### config.mk
export PLATFORM = sky130hd
export DESIGN_NAME = eth_tx_framer
export DESIGN_NICKNAME = d
export VERILOG_FILES = /design/src/rtl/eth_pkg.sv /design/src/rtl/eth_tx_outreg.sv /design/src/rtl/eth_tx_framer.sv
export SDC_FILE = /design/constraint.sdc
export NUM_CORES = 1
export LEC_CHECK = 0
export BUFFER_PORTS_ARGS = -buffer_cell sky130_fd_sc_hd__buf_2
export CORE_MARGIN = 10
export CORE_UTILIZATION = 51
export CTS_CLUSTER_DIAMETER = 50
export DETAILED_ROUTE_END_ITERATION = 12
export PLACE_DENSITY = 0.87
export RECOVER_POWER = 100
export SETUP_SLACK_MARGIN = 0.4
export SLEW_MARGIN = 15
export SYNTH_ARGS = -nofsm -noshare
export SYNTH_HDL_FRONTEND = slang
export SYNTH_HIERARCHICAL = 1
export SYNTH_SLANG_ARGS = --single-unit
### constraint.sdc
create_clock -name clk -period 2.4 [get_ports clk]
set_clock_uncertainty 0.1 [all_clocks]
set_input_delay 0.12 -clock clk [delete_from_list [all_inputs] [get_ports clk]]
set_output_delay 0.12 -clock clk [all_outputs]
set_load 0.05 [all_outputs]
### src/rtl/eth_pkg.sv
`default_nettype none
// ============================================================================
// Module   : eth_pkg
// Purpose  : Shared definitions for the egress transmit framer: frame-word
//            bit positions, DA/SA slice positions inside the first two data
//            words, the framer state encoding and the DA/SA swap helper.
// Ports    : none (package)
// Revision : 1.0 - initial release
// ============================================================================
package eth_pkg;

    localparam int ETH_DATA_W  = 64;
    localparam int ETH_SOP_BIT = 64;
    localparam int ETH_EOP_BIT = 65;
    localparam int ETH_WORD_W  = 66;
    localparam int ETH_CNT_W   = 16;

    // word0 carries DA in its top 48 bits and SA[47:32] in its low 16 bits;
    // word1 carries SA[31:0] in its top 32 bits.
    localparam int ETH_W0_DA_HI  = 63;
    localparam int ETH_W0_DA_LO  = 16;
    localparam int ETH_W0_SAH_HI = 15;
    localparam int ETH_W0_SAH_LO = 0;
    localparam int ETH_W1_SAL_HI = 63;
    localparam int ETH_W1_SAL_LO = 32;

    typedef enum logic [1:0] {
        ST_IDLE   = 2'd0,
        ST_HOLD   = 2'd1,
        ST_STREAM = 2'd2,
        ST_GAP    = 2'd3
    } eth_tx_state_t;

    typedef struct packed {
        logic [ETH_DATA_W-1:0] w0;
        logic [ETH_DATA_W-1:0] w1;
    } eth_word_pair_t;

    // Exchange the 48-bit DA and SA fields that straddle words 0 and 1.
    // The low half of word1 is payload and passes through untouched.
    function automatic eth_word_pair_t eth_swap_addr(
        input logic [ETH_DATA_W-1:0] w0,
        input logic [ETH_DATA_W-1:0] w1
    );
        eth_word_pair_t r;
        logic [47:0]    da;
        logic [47:0]    sa;
        da   = w0[ETH_W0_DA_HI:ETH_W0_DA_LO];
        sa   = {w0[ETH_W0_SAH_HI:ETH_W0_SAH_LO], w1[ETH_W1_SAL_HI:ETH_W1_SAL_LO]};
        r.w0 = {sa, da[47:32]};
        r.w1 = {da[31:0], w1[ETH_W1_SAL_LO-1:0]};
        return r;
    endfunction

endpackage
`default_nettype wire

### src/rtl/eth_tx_outreg.sv
`default_nettype none
// ============================================================================
// Module   : eth_tx_outreg
// Purpose  : Output beat register of the transmit framer. Holds data/sop/eop/
//            vld, loads a new beat only when the slot is free or the current
//            beat is being accepted, and freezes while the sink stalls.
// Ports    : clk, resetN       - clock, async active-low reset
//            load_i            - request to load a beat (honoured on canLoad)
//            data_i/sop_i/eop_i- beat to load
//            ready_i           - sink accepts the presented beat
//            data_o/sop_o/eop_o/vld_o - registered output beat
//            canLoad_o         - !vld_o || ready_i
// Revision : 1.0 - initial release
// ============================================================================
module eth_tx_outreg
    import eth_pkg::*;
(
    input  logic                  clk,
    input  logic                  resetN,
    input  logic                  load_i,
    input  logic [ETH_DATA_W-1:0] data_i,
    input  logic                  sop_i,
    input  logic                  eop_i,
    input  logic                  ready_i,
    output logic [ETH_DATA_W-1:0] data_o,
    output logic                  sop_o,
    output logic                  eop_o,
    output logic                  vld_o,
    output logic                  canLoad_o
);

    logic [ETH_DATA_W-1:0] data_q;
    logic [ETH_DATA_W-1:0] data_d;
    logic                  sop_q;
    logic                  sop_d;
    logic                  eop_q;
    logic                  eop_d;
    logic                  vld_q;
    logic                  vld_d;

    assign canLoad_o = !vld_q || ready_i;

    always_comb begin
        data_d = data_q;
        sop_d  = sop_q;
        eop_d  = eop_q;
        vld_d  = vld_q;
        // While the sink stalls a valid beat nothing may change.
        if (canLoad_o) begin
            if (load_i) begin
                data_d = data_i;
                sop_d  = sop_i;
                eop_d  = eop_i;
                vld_d  = 1'b1;
            end else begin
                sop_d  = 1'b0;
                eop_d  = 1'b0;
                vld_d  = 1'b0;
            end
        end
    end

    always_ff @(posedge clk or negedge resetN) begin
        if (!resetN) begin
            data_q <= '0;
            sop_q  <= 1'b0;
            eop_q  <= 1'b0;
            vld_q  <= 1'b0;
        end else begin
            data_q <= data_d;
            sop_q  <= sop_d;
            eop_q  <= eop_d;
            vld_q  <= vld_d;
        end
    end

    assign data_o = data_q;
    assign sop_o  = sop_q;
    assign eop_o  = eop_q;
    assign vld_o  = vld_q;

endmodule
`default_nettype wire

### src/rtl/eth_tx_framer.sv
`default_nettype none
// ============================================================================
// Module   : eth_tx_framer
// Purpose  : Egress transmit framer. Pops {eop,sop,data} words from a
//            show-ahead FIFO, swaps DA/SA across the first two words, drives
//            a valid/ready beat stream with a programmable inter-frame gap,
//            flags framing errors and counts frames and errors.
// Ports    : clk, resetN          - clock, async active-low reset
//            inWord, inEmpty      - FIFO head word and empty flag
//            outRdEn              - pop the FIFO head (combinational)
//            outData/outSop/outEop/outVld - transmit beat
//            inReady              - sink accepts the beat
//            frameCnt, errCnt     - saturating frame / framing-error counters
//            busy                 - frame in progress or beat pending
// Revision : 1.0 - initial release
// ============================================================================
module eth_tx_framer
    import eth_pkg::*;
#(
    parameter int IFG_CYCLES = 2,
    parameter bit SWAP_ADDR  = 1'b1
) (
    input  logic                  clk,
    input  logic                  resetN,
    input  logic [ETH_WORD_W-1:0] inWord,
    input  logic                  inEmpty,
    output logic                  outRdEn,
    output logic [ETH_DATA_W-1:0] outData,
    output logic                  outSop,
    output logic                  outEop,
    output logic                  outVld,
    input  logic                  inReady,
    output logic [ETH_CNT_W-1:0]  frameCnt,
    output logic [ETH_CNT_W-1:0]  errCnt,
    output logic                  busy
);

    localparam logic [ETH_CNT_W-1:0] c_CNT_MAX  = '1;
    localparam logic [15:0]          c_IFG_SAT  = 16'(IFG_CYCLES);
    // A SOP beat loaded this cycle appears next cycle, so the current
    // (idle) cycle already counts toward the gap.
    localparam logic [15:0]          c_IFG_MIN1 = (IFG_CYCLES > 0) ? 16'(IFG_CYCLES - 1) : 16'd0;

    eth_tx_state_t          state_q;
    eth_tx_state_t          state_d;
    logic [ETH_WORD_W-1:0]  h_q;
    logic [ETH_WORD_W-1:0]  h_d;
    logic [ETH_CNT_W-1:0]   frameCnt_q;
    logic [ETH_CNT_W-1:0]   frameCnt_d;
    logic [ETH_CNT_W-1:0]   errCnt_q;
    logic [ETH_CNT_W-1:0]   errCnt_d;
    logic [15:0]            ifgCnt_q;
    logic [15:0]            ifgCnt_d;

    logic                   w_rdEn;
    logic                   w_load;
    logic [ETH_DATA_W-1:0]  w_ldData;
    logic                   w_ldSop;
    logic                   w_ldEop;
    logic                   w_errInc;
    logic                   w_canLoad;
    logic                   w_acceptEop;
    logic                   w_ifgOk;
    logic                   w_inSop;
    logic                   w_inEop;
    eth_word_pair_t         w_swp;
    logic [ETH_DATA_W-1:0]  w_first;
    logic [ETH_DATA_W-1:0]  w_second;

    assign w_inSop     = inWord[ETH_SOP_BIT];
    assign w_inEop     = inWord[ETH_EOP_BIT];
    assign w_swp       = eth_swap_addr(h_q[ETH_DATA_W-1:0], inWord[ETH_DATA_W-1:0]);
    assign w_first     = SWAP_ADDR ? w_swp.w0 : h_q[ETH_DATA_W-1:0];
    assign w_second    = SWAP_ADDR ? w_swp.w1 : inWord[ETH_DATA_W-1:0];
    assign w_acceptEop = outVld && inReady && outEop;
    assign w_ifgOk     = (ifgCnt_q >= c_IFG_MIN1);

    // ------------------------------------------------------------------
    // Next-state / datapath control
    // ------------------------------------------------------------------
    always_comb begin
        state_d  = state_q;
        h_d      = h_q;
        w_rdEn   = 1'b0;
        w_load   = 1'b0;
        w_ldData = h_q[ETH_DATA_W-1:0];
        w_ldSop  = h_q[ETH_SOP_BIT];
        w_ldEop  = h_q[ETH_EOP_BIT];
        w_errInc = 1'b0;

        case (state_q)
            ST_IDLE: begin
                if (!inEmpty) begin
                    if (!w_inSop) begin
                        // Stray word outside a frame: drop it.
                        w_rdEn   = 1'b1;
                        w_errInc = 1'b1;
                    end else if (w_inEop) begin
                        // One-word frame has no SA to swap; send it as is.
                        if (w_canLoad && w_ifgOk) begin
                            w_rdEn   = 1'b1;
                            w_load   = 1'b1;
                            w_ldData = inWord[ETH_DATA_W-1:0];
                            w_ldSop  = 1'b1;
                            w_ldEop  = 1'b1;
                            w_errInc = 1'b1;
                            state_d  = ST_GAP;
                        end
                    end else begin
                        w_rdEn  = 1'b1;
                        h_d     = inWord;
                        state_d = ST_HOLD;
                    end
                end
            end

            ST_HOLD: begin
                if (!inEmpty && w_canLoad && w_ifgOk) begin
                    w_load  = 1'b1;
                    w_ldSop = 1'b1;
                    if (w_inSop) begin
                        // Next frame started before this one ended: close
                        // the lone header word and leave the SOP queued.
                        w_ldEop  = 1'b1;
                        w_errInc = 1'b1;
                        state_d  = ST_GAP;
                    end else begin
                        w_rdEn   = 1'b1;
                        w_ldData = w_first;
                        w_ldEop  = 1'b0;
                        h_d      = {w_inEop, 1'b0, w_second};
                        state_d  = ST_STREAM;
                    end
                end
            end

            ST_STREAM: begin
                if (h_q[ETH_EOP_BIT]) begin
                    if (w_canLoad) begin
                        w_load  = 1'b1;
                        state_d = ST_GAP;
                    end
                end else if (!inEmpty && w_canLoad) begin
                    w_load = 1'b1;
                    if (w_inSop) begin
                        w_ldEop  = 1'b1;
                        w_errInc = 1'b1;
                        state_d  = ST_GAP;
                    end else begin
                        w_rdEn = 1'b1;
                        h_d    = inWord;
                    end
                end
            end

            ST_GAP: begin
                // The EOP beat leaves once the slot frees up; the gap
                // itself is enforced by ifgCnt before the next SOP load.
                if (w_canLoad) begin
                    state_d = ST_IDLE;
                end
            end

            default: begin
                state_d = ST_IDLE;
            end
        endcase
    end

    // ------------------------------------------------------------------
    // Counters
    // ------------------------------------------------------------------
    always_comb begin
        frameCnt_d = frameCnt_q;
        errCnt_d   = errCnt_q;
        ifgCnt_d   = ifgCnt_q;
        if (w_acceptEop && (frameCnt_q != c_CNT_MAX)) begin
            frameCnt_d = frameCnt_q + 16'd1;
        end
        if (w_errInc && (errCnt_q != c_CNT_MAX)) begin
            errCnt_d = errCnt_q + 16'd1;
        end
        // Idle output cycles since the last accepted EOP, saturating.
        if (w_acceptEop) begin
            ifgCnt_d = 16'd0;
        end else if (!outVld && (ifgCnt_q < c_IFG_SAT)) begin
            ifgCnt_d = ifgCnt_q + 16'd1;
        end
    end

    always_ff @(posedge clk or negedge resetN) begin
        if (!resetN) begin
            state_q    <= ST_IDLE;
            h_q        <= '0;
            frameCnt_q <= '0;
            errCnt_q   <= '0;
            ifgCnt_q   <= c_IFG_SAT;
        end else begin
            state_q    <= state_d;
            h_q        <= h_d;
            frameCnt_q <= frameCnt_d;
            errCnt_q   <= errCnt_d;
            ifgCnt_q   <= ifgCnt_d;
        end
    end

    // ------------------------------------------------------------------
    // Output register
    // ------------------------------------------------------------------
    eth_tx_outreg u_outreg (
        .clk       (clk),
        .resetN    (resetN),
        .load_i    (w_load),
        .data_i    (w_ldData),
        .sop_i     (w_ldSop),
        .eop_i     (w_ldEop),
        .ready_i   (inReady),
        .data_o    (outData),
        .sop_o     (outSop),
        .eop_o     (outEop),
        .vld_o     (outVld),
        .canLoad_o (w_canLoad)
    );

    // Gated by resetN so the pop strobe is low while reset is held.
    assign outRdEn  = w_rdEn && resetN;
    assign frameCnt = frameCnt_q;
    assign errCnt   = errCnt_q;
    assign busy     = (state_q != ST_IDLE) || outVld;

endmodule
`default_nettype wire

==> metrics.csv <==
metric;value;unit
grt_pass1_vias;9471;
period_share;117.1;%
power_per_cell_area;1659;nW/um^2
wl_per_cell;26.25;um
r2r_cells;11;
yosys.area_share.simple;12.33;%
die_x;157.0;um
crit_required;2.69;ns
start_util;51.50;%
cp.depth;11;
vias_per_cell;6.653;
path_clk_slew;0.08;ns
worst_pin_slew;1.762;ns
pwr-share-comb;64.0;%
slew_viol_final;129;
failed_checks;max-capacitance violations, max-slew violations, negative setup slack;
synth-seq-area-share;47.87;%
fin_ws;-0.4110;ns
dp_hpwl;20700;um
cp_cell_sequence;inv_2, ha_4, nor4b_4, and4_4, buf_6, o22a_1, nor2_4, buf_12, buf_6, o21ai_0, mux2_4;
pwr-share-seq;23.3;%
htree_num_levels;4;
ctsRootBufferMaster;clkbuf_16;
crit_top_cell;buf_6;
io_buffers;170;
syn_area;9569;sq um
grt_max_degree;129;
cts-buffers-inserted;17;
grt_pass1_wl;53140;um
first_pass_iters;7;
relSlewSlack;-17.49;%
synth_xor_area_share;2.380;%
rsz0062_at_grt;true;
ys_warn_count;6;
run_status;finished, violations left;
crit_path_top_delay_cell;dfstp_2;
slowest_delay;0.54;ns
ys_ff_latch;183;
synth_compound_area_share;18.00;%
gp_congestion;0.8747;
hp-class;input pin to flip-flop;
setup_violations;102;
period_minus_slack;2.811;ns
drtIter0Drc;1507;
cts_buffer_depth;2;
synth.distinct_cells;58;
synth_top_family_by_area;compound AO/OA/AOI/OAI gates;
vias;9726;
antenna_found_initial;4;
die_h;157.0;um
hold_violations;0;
maxCapViolations;1;
p_int;0.01175;W
overflow;0;
synth_cells;915;
clkLatencyLatePin;0.45;ns
die_area;24640;sq um
cts_tree;done;
crit_fanout;15;
antenna_left;0;
num-fill-cells;1127;
place_area;11210;sq um
area_delta_synth_final;42.66;%
peakVddDrop;0.001013;V
drc;0;
synthAdderAreaFrac;1.308;%
cp_num_buf_inv;4;
max_clock_freq;355.8;MHz
synthFlopType;dfrtp_1;
fin_area;13650;sq um
clock_power_share;12.7;%
leakage;6.092;nW
fin_cells;1462;
routed_wl;38380;um
syn_nets;995;
endpoint_kind;flip-flop;
netSwitchingFraction;48.12;%
muxShareOfSynthArea;10.81;%
criticalPathCategory;flip-flop to flip-flop;
power;0.02264;W
cp-start-kind;flip-flop;
finalNetCount;1291;
clock_sinks;183;
layout-drive-gt1-share;36.44;%
io_pins;171;
rows;50;
dp.cells;1322;
synth_edf_count;0;
holdPathStages;4;
synth_area_per_cell;10.46;sq um
p_sw;0.01089;W
grt_usage;27.45;%
core;18580;sq um
cp.arrival;3.10;ns
critPathTopFamily;simple AND/OR/NAND/NOR gates;
async_flop_share;100.0;%
layout make-up:
class | instances | area, sq um | share of cell area, %
sequential | 183 | 4597 | 33.67
antenna | 4 | 10.01 | 0.07332
tap | 234 | 292.8 | 2.145
inverter | 69 | 261.5 | 1.916
timing repair inverter | 1 | 7.507 | 0.05499
multi-input combinational | 596 | 5152 | 37.74
clock inverter | 14 | 156.4 | 1.146
clock buffer | 18 | 429.2 | 3.144
timing repair buffer | 343 | 2745 | 20.11
sequential cells by signal (all words and copies together), names as in the netlist:
name	flops
frameCnt	16
errCnt	16
state_q	2
h_q	66
u_outreg/data_o	64
u_outreg/vld_o	1
u_outreg/eop_o	1
ifgCnt_q	16
u_outreg/sop_o	1
per-stage QoR:
step                      hold WS [ns]  setup TNS [ns]  setup WS, ns  utilization (%)
final                          0.01836          -21.79       -0.4110            73.47
after global placement          0.2568          -23.33       -0.4775            60.36
after detailed placement        0.2580          -29.89       -0.5812            60.36
after CTS                     0.001159          -14.23       -0.2605            69.42
after floorplan                -0.2756          -2.578      -0.04229                -
after global routing           0.02790          -55.47       -0.4253            73.43
synthesized netlist by cell type (9+ instances only):
cell | count | share of area, %
inv_1 | 67 | 2.6
nand4_1 | 39 | 2.5
and2_1 | 15 | 0.98
nand3_1 | 46 | 2.4
nor2_1 | 27 | 1.1
buf_6 | 9 | 1.1
mux2_2 | 11 | 1.3
clkbuf_1 | 32 | 1.3
o21ai_0 | 73 | 3.8
a21oi_1 | 66 | 3.5
a22oi_1 | 86 | 6.7
dfrtp_1 | 182 | 48
ha_1 | 10 | 1.3
nor3_1 | 11 | 0.58
a221o_1 | 10 | 1.0
xor2_1 | 18 | 1.6
nand2_1 | 28 | 1.1
mux2_4 | 60 | 9.4
o21ai_1 | 21 | 1.1
buf_2 | 15 | 0.78
cells by family after synthesis:
| logic type | count (synthesis) |
|---|---|
| DFF | 183 |
| buffers and inverters | 137 |
| xor gates and xnor gates | 26 |
| muxes | 72 |
| and+or+nand+nor | 212 |
| adders and majority gates | 10 |
| AOI/OAI and AO/OA | 275 |
power by group through the flow:
stage,Clock [W],Sequential (W),Combinational [W]
floorplan,0,0.00679,0.00624
global placement,0,0.00506,0.0100
detailed placement,0,0.00510,0.0103
CTS,0.00284,0.00508,0.0119
global route,0.00297,0.00538,0.0150
finish,0.00287,0.00528,0.0145
layout by cell type (no fill, tap or decap), types with 26 or more instances in the layout:
cell / Yosys / layout
dlygate4sd3_1: 0 / 49
a21oi_1: 66 / 26
a22oi_1: 86 / 82
a21oi_2: 0 / 26
nand4_1: 39 / 39
o21ai_2: 0 / 29
o21ai_0: 73 / 50
buf_4: 8 / 57
nand3_1: 46 / 44
clkbuf_1: 32 / 105
buf_6: 9 / 26
buf_2: 15 / 68
inv_1: 67 / 65
mux2_4: 60 / 66
dfrtp_1: 182 / 169
what timing repair did:
item                                   CTS  global route
pin swaps                               18            25
cloned                                   8             5
hold buffers                            49             0
setup buffers                           22            20
resized for setup                       71           131
endpoints found under the hold margin  251             0
setup endpoints to repair              152           153
worst reg2reg max path, cell delays in order (launching register included):
cell     delay (ns)
dfstp_2        0.54
inv_2          0.05
ha_4           0.16
nor4b_4        0.26
and4_4         0.30
buf_6          0.15
o22a_1         0.24
nor2_4         0.07
buf_12         0.15
buf_6          0.15
o21ai_0        0.35
mux2_4         0.23
worst paths after layout:
path,start,end,slack [ns]
max,ifgCnt_q[1],u_outreg/data_o[10],-0.41
min,inWord[51],u_outreg/data_o[51],0.02
max reg2reg,ifgCnt_q[1],u_outreg/data_o[10],-0.41
min reg2reg,errCnt[10],errCnt[10],0.39
max in group asynchronous,resetN,errCnt[1],-0.04
min in group asynchronous,resetN,u_outreg/data_o[51],0.82
layer usage:
| metal | wire, um | GRT usage, % | vias to the layer above |
|---|---|---|---|
| li1 | - | - | 3942 |
| met1 | 12750 | 31.74 | 4670 |
| met2 | 18280 | 45.03 | 842 |
| met3 | 4426 | 7.724 | 270 |
| met4 | 2914 | 15.46 | 2 |
| met5 | 8 | 0 | - |
Power figures use the tool's default switching activity.
